`src/rtl/dispatch_arbiter.sv`:
```
// dispatch_arbiter: round-robin arbiter that hands one requester's command and write stream downstream.
module dispatch_arbiter #(
  parameter int AddressWidth = 32,
  parameter int DataWidth = 32,
  parameter int InnerIFLengthWidth = 16
) (
  input  logic                          iClock,
  input  logic                          iReset,
  input  logic [5:0]                    iR0Opcode,
  input  logic [4:0]                    iR0TargetID,
  input  logic [4:0]                    iR0SourceID,
  input  logic [AddressWidth-1:0]       iR0Address,
  input  logic [InnerIFLengthWidth-1:0] iR0Length,
  input  logic                          iR0CmdValid,
  output logic                          oR0CmdReady,
  input  logic [DataWidth-1:0]          iR0WriteData,
  input  logic                          iR0WriteValid,
  input  logic                          iR0WriteLast,
  output logic                          oR0WriteReady,
  input  logic [5:0]                    iR1Opcode,
  input  logic [4:0]                    iR1TargetID,
  input  logic [4:0]                    iR1SourceID,
  input  logic [AddressWidth-1:0]       iR1Address,
  input  logic [InnerIFLengthWidth-1:0] iR1Length,
  input  logic                          iR1CmdValid,
  output logic                          oR1CmdReady,
  input  logic [DataWidth-1:0]          iR1WriteData,
  input  logic                          iR1WriteValid,
  input  logic                          iR1WriteLast,
  output logic                          oR1WriteReady,
  output logic [5:0]                    oDstOpcode,
  output logic [4:0]                    oDstTargetID,
  output logic [4:0]                    oDstSourceID,
  output logic [AddressWidth-1:0]       oDstAddress,
  output logic [InnerIFLengthWidth-1:0] oDstLength,
  output logic                          oDstCmdValid,
  input  logic                          iDstCmdReady,
  output logic [DataWidth-1:0]          oDstWriteData,
  output logic                          oDstWriteValid,
  output logic                          oDstWriteLast,
  input  logic                          iDstWriteReady,
  output logic [1:0]                    oGrant
);
  typedef enum logic [1:0] {Idle, Cmd, Trf} tState;
  tState state, nextState;
  logic prio, owner, sel, grant, ownerValid, ownerLast, finalBeat, inTrf;
  // prio/sel: 0 selects R0, 1 selects R1
  assign sel = prio ? iR1CmdValid : ~iR0CmdValid;
  assign grant = (state == Idle) && (iR0CmdValid || iR1CmdValid) && iReset;
  assign inTrf = (state == Trf);
  assign ownerValid = owner ? iR1WriteValid : iR0WriteValid;
  assign ownerLast = owner ? iR1WriteLast : iR0WriteLast;
  assign finalBeat = inTrf && ownerValid && ownerLast && iDstWriteReady;
  assign oR0CmdReady = grant && !sel;
  assign oR1CmdReady = grant && sel;
  assign oDstCmdValid = (state == Cmd);
  assign oDstWriteData = owner ? iR1WriteData : iR0WriteData;
  assign oDstWriteValid = inTrf && ownerValid;
  assign oDstWriteLast = inTrf && ownerLast;
  assign oR0WriteReady = inTrf && !owner && iDstWriteReady;
  assign oR1WriteReady = inTrf && owner && iDstWriteReady;
  assign oGrant = (state == Idle) ? 2'b00 : {owner, ~owner};
  always_comb begin
    nextState = state;
    nextState = (state == Idle) ? (grant ? Cmd : Idle)
              : (state == Cmd)  ? (iDstCmdReady ? ((oDstLength == '0) ? Idle : Trf) : Cmd)
              : (finalBeat ? Idle : Trf);
  end
  always_ff @(posedge iClock or negedge iReset)
    if (!iReset) state <= Idle;
    else state <= nextState;
  always_ff @(posedge iClock or negedge iReset)
    if (!iReset) begin
      prio <= 1'b0;
      owner <= 1'b0;
      oDstOpcode <= '0;
      oDstTargetID <= '0;
      oDstSourceID <= '0;
      oDstAddress <= '0;
      oDstLength <= '0;
    end else if (grant) begin
      prio <= ~sel;
      owner <= sel;
      oDstOpcode <= sel ? iR1Opcode : iR0Opcode;
      oDstTargetID <= sel ? iR1TargetID : iR0TargetID;
      oDstSourceID <= sel ? iR1SourceID : iR0SourceID;
      oDstAddress <= sel ? iR1Address : iR0Address;
      oDstLength <= sel ? iR1Length : iR0Length;
    end
endmodule

```
`config.mk`:
```
export PLATFORM = sky130hd
export DESIGN_NAME = dispatch_arbiter
export DESIGN_NICKNAME = d
export VERILOG_FILES = /design/src/rtl/dispatch_arbiter.sv
export SDC_FILE = /design/constraint.sdc
export NUM_CORES = 1
export LEC_CHECK = 0
export BUFFER_PORTS_ARGS = -buffer_cell sky130_fd_sc_hd__buf_4
export CORE_ASPECT_RATIO = 0.7
export CORE_MARGIN = 8
export CORE_UTILIZATION = 41
export CTS_CLUSTER_DIAMETER = 40
export DETAILED_ROUTE_END_ITERATION = 8
export PLACE_DENSITY = 0.81
export SLEW_MARGIN = 20
export SYNTH_ARGS = -nofsm -noshare
export SYNTH_HDL_FRONTEND = slang
export SYNTH_SLANG_ARGS = --single-unit
export TNS_END_PERCENT = 1
```
`constraint.sdc`:
```
create_clock -name iClock -period 1.9 [get_ports iClock]
set_input_delay 0.38 -clock iClock [delete_from_list [all_inputs] [get_ports iClock]]
set_output_delay 0.38 -clock iClock [all_outputs]
set_load 0.005 [all_outputs]
```
==> flow_metrics.tcl <==
set metrics [dict create \
    status "complete, no violations" \
    drtPass1Iterations 5 \
    ff_latch_area_um2 1700 \
    die_w_um 138 \
    synth.top_cell.area_share 0.401 \
    max_slew_margin 0.576 \
    synthCells 447 \
    cts_buffers 9 \
    synth_top_area_cell "dfrtp_1" \
    max-clock-path-buffers 2 \
    layout.nets 930 \
    initial_core_util 0.416 \
    antenna_found_initial 0 \
    yosysMostFrequentCell "dfrtp_1" \
    critPathCapture "oR0WriteReady" \
    criticalPathCategory "register to primary output" \
    startpoint "state[0]$_DFF_PN0_" \
    whs_ns 0.0122 \
    worstSetupStartpointType "register" \
    async_flop_share 1.00 \
    synth_edf_count 0 \
    peakVddDrop_mv 0.658 \
    grt_usage 0.255 \
    cp_slowest_cell "dfrtp_1" \
    globalRouteMet1Util 0.297 \
    cts_sinks 68 \
    crit_required_ns 1.52 \
    cts-root-buf "clkbuf_16" \
    hold_viol_final 0 \
    hpwl_um 14900 \
    coreArea_um2 10200 \
    pre_cts_ws_ns 0.172 \
    tightest_slew_ns 0.637 \
    path_max_fanout 5 \
    r2r_end "oDstSourceID[4]$_DFFE_PN0P_" \
    yosys-top-cells-area "dfrtp_1, a31oi_2, mux2_2" \
    dieArea_um2 13900 \
    grt_pass1_wl_um 27600 \
    ant_nets 0 \
    crit_chain "nand2b_1 -> nor3_1 -> buf_4" \
    syn2layout_area_growth_pct 65.3 \
    end_kind "primary output" \
    ios 307 \
    ys_seq_area_frac 0.401 \
    syn_area_per_cell_um2 9.49 \
    synth_nets 649 \
    reg2regPathDepth 4 \
    min_period_over_period 0.959 \
    clk_pin_slew_ns 0.06 \
    multiInputGateArea_um2 2280 \
    netlist-cell-type-count 28 \
    period_minus_slack_ns 1.82 \
    diodes 0 \
    finalSetupTns_ns 0 \
    cts_tree "built" \
    viasPerCell 5.68 \
    finalSetupViolations 0 \
    timing.max_cap.violations 0 \
    routabilityCongestion 0.931 \
    postLayoutCoreUtil 0.687 \
    hold_buffers 0 \
    fillerInstances 798 \
    syn_area_um2 4240 \
    synthTopCellsByCount "dfrtp_1, a21oi_1, o21ai_0" \
    slew_violations 0 \
    cp.arrival_ns 1.44 \
    cts_max_level 3 \
    rows 31 \
    num_vias 4916 \
    first_global_vias 5015 \
    drive_above_1_share 0.591 \
    hold_class "input port to asynchronous set/reset pin" \
    grt_use_met3 0.0802 \
    drtIter0Drc 370 \
    die_y_um 101 \
    use_met2 0.432 \
    yosys_most_used_dff "dfrtp_1" \
    synth_warnings 0 \
    max_stage_delay_ns 0.43 \
    skew_ns 0.00530 \
    avgRoutedWirePerCell_um 21.9 \
    p_total_w 0.00992 \
    grt_busiest_layer "met2" \
    ys_ff_latch 68 \
    r2r_slack_ns 0.26 \
    power_density_nw_per_um2 1410 \
    routed_wirelength_um 19000 \
    drcViolationCount 0 \
    clock_latency_ns 0.33 \
    grt_max_degree 66 \
    grt.overflow.total 0 \
    p_leak_nw 3.14 \
    max_freq_ghz 0.549 \
    setup_ws_ns 0.0774 \
    r2r_start "state[0]$_DFF_PN0_" \
    portBuffers 306 \
]
metrics by stage:
step / instance area [µm²] / cells
after floorplan: 4240 / 447
after global placement: 6660 / 848
after detailed placement: 6660 / 848
after CTS: 7000 / 864
after global routing: 7010 / 865
final: 7010 / 865
worst max-delay path: cells and delay by family, from the launching register on:
family / cells / cell delay, ns
buffers and inverters: 1 / 0.18
and+or+nand+nor: 2 / 0.51
DFF: 1 / 0.43
cells in the final DEF (no fill, tap or decap), types with 2 or more instances in the layout:
cell type and n:
a21oi_1 66, a31oi_1 14, a31oi_2 50, buf_12 7, buf_4 317, bufinv_16 2, clkbuf_16 9, clkbuf_8 2
clkinvlp_4 2, dfrtp_1 67, inv_1 3, mux2_2 33, mux2i_1 2, nand2_1 2, nand2b_1 2, nand3_1 64
nor2_1 5, nor3_1 2, nor4_1 4, o21ai_0 65
final cells by class:
class | instances | area share
flip-flops and latches | 68 | 0.243
clock inverters | 5 | 0.0120
inverters | 3 | 0.00161
clock buffers | 11 | 0.0360
multi-input cells | 322 | 0.325
well taps | 132 | 0.0236
repair buffers | 324 | 0.359
sequential cells by signal (all words and copies together) (netlist names):
register / count
oDstTargetID: 5
state: 2
oDstSourceID: 5
oDstOpcode: 6
oDstLength: 16
prio: 1
oDstAddress: 32
owner: 1
routing by layer:
layer / vias up / part of all wire
met5: - / 0
met3: 38 / 0.10
met1: 2337 / 0.36
li1: 2236 / -
met4: 0 / 0.028
met2: 305 / 0.50
cells by family after synthesis:
logic type | count (synthesis) | share of synthesized area
multiplexers | 35 | 0.0923
flip-flops | 68 | 0.401
AND/OR/NAND/NOR | 90 | 0.112
buffers and inverters | 57 | 0.0684
AO/OA/AOI/OAI | 197 | 0.326
where the power goes:
part | switching (W) | internal, W | total [W]
Clock | 0.000627 | 0.00122 | 0.00185
Combinational | 0.00257 | 0.00276 | 0.00533
Sequential | 0.000555 | 0.00218 | 0.00273
Total | 0.00375 | 0.00616 | 0.00992
worst min-delay path by stage:
stage | startpoint | end | slack, ns | depth (start not counted)
global route | iReset | oDstTargetID[4]$_DFFE_PN0P_ | 0.02 | 2
global placement | iReset | oDstLength[15]$_DFFE_PN0P_ | 0.35 | 2
CTS | iReset | oDstLength[13]$_DFFE_PN0P_ | 0.008 | 2
floorplan | iReset | oDstAddress[0]$_DFFE_PN0P_ | 0.08 | 0
finish | iReset | oDstTargetID[4]$_DFFE_PN0P_ | 0.01 | 2
detailed placement | iReset | oDstLength[15]$_DFFE_PN0P_ | 0.35 | 2
repair_timing:
| item | CTS | global route |
|---|---|---|
| resized for setup | 1 | 3 |
| setup endpoints to repair | 1 | 2 |
| setup buffers | 0 | 1 |
| pin swaps | 0 | 1 |
No activity file was read; power rests on OpenSTA's default activity.
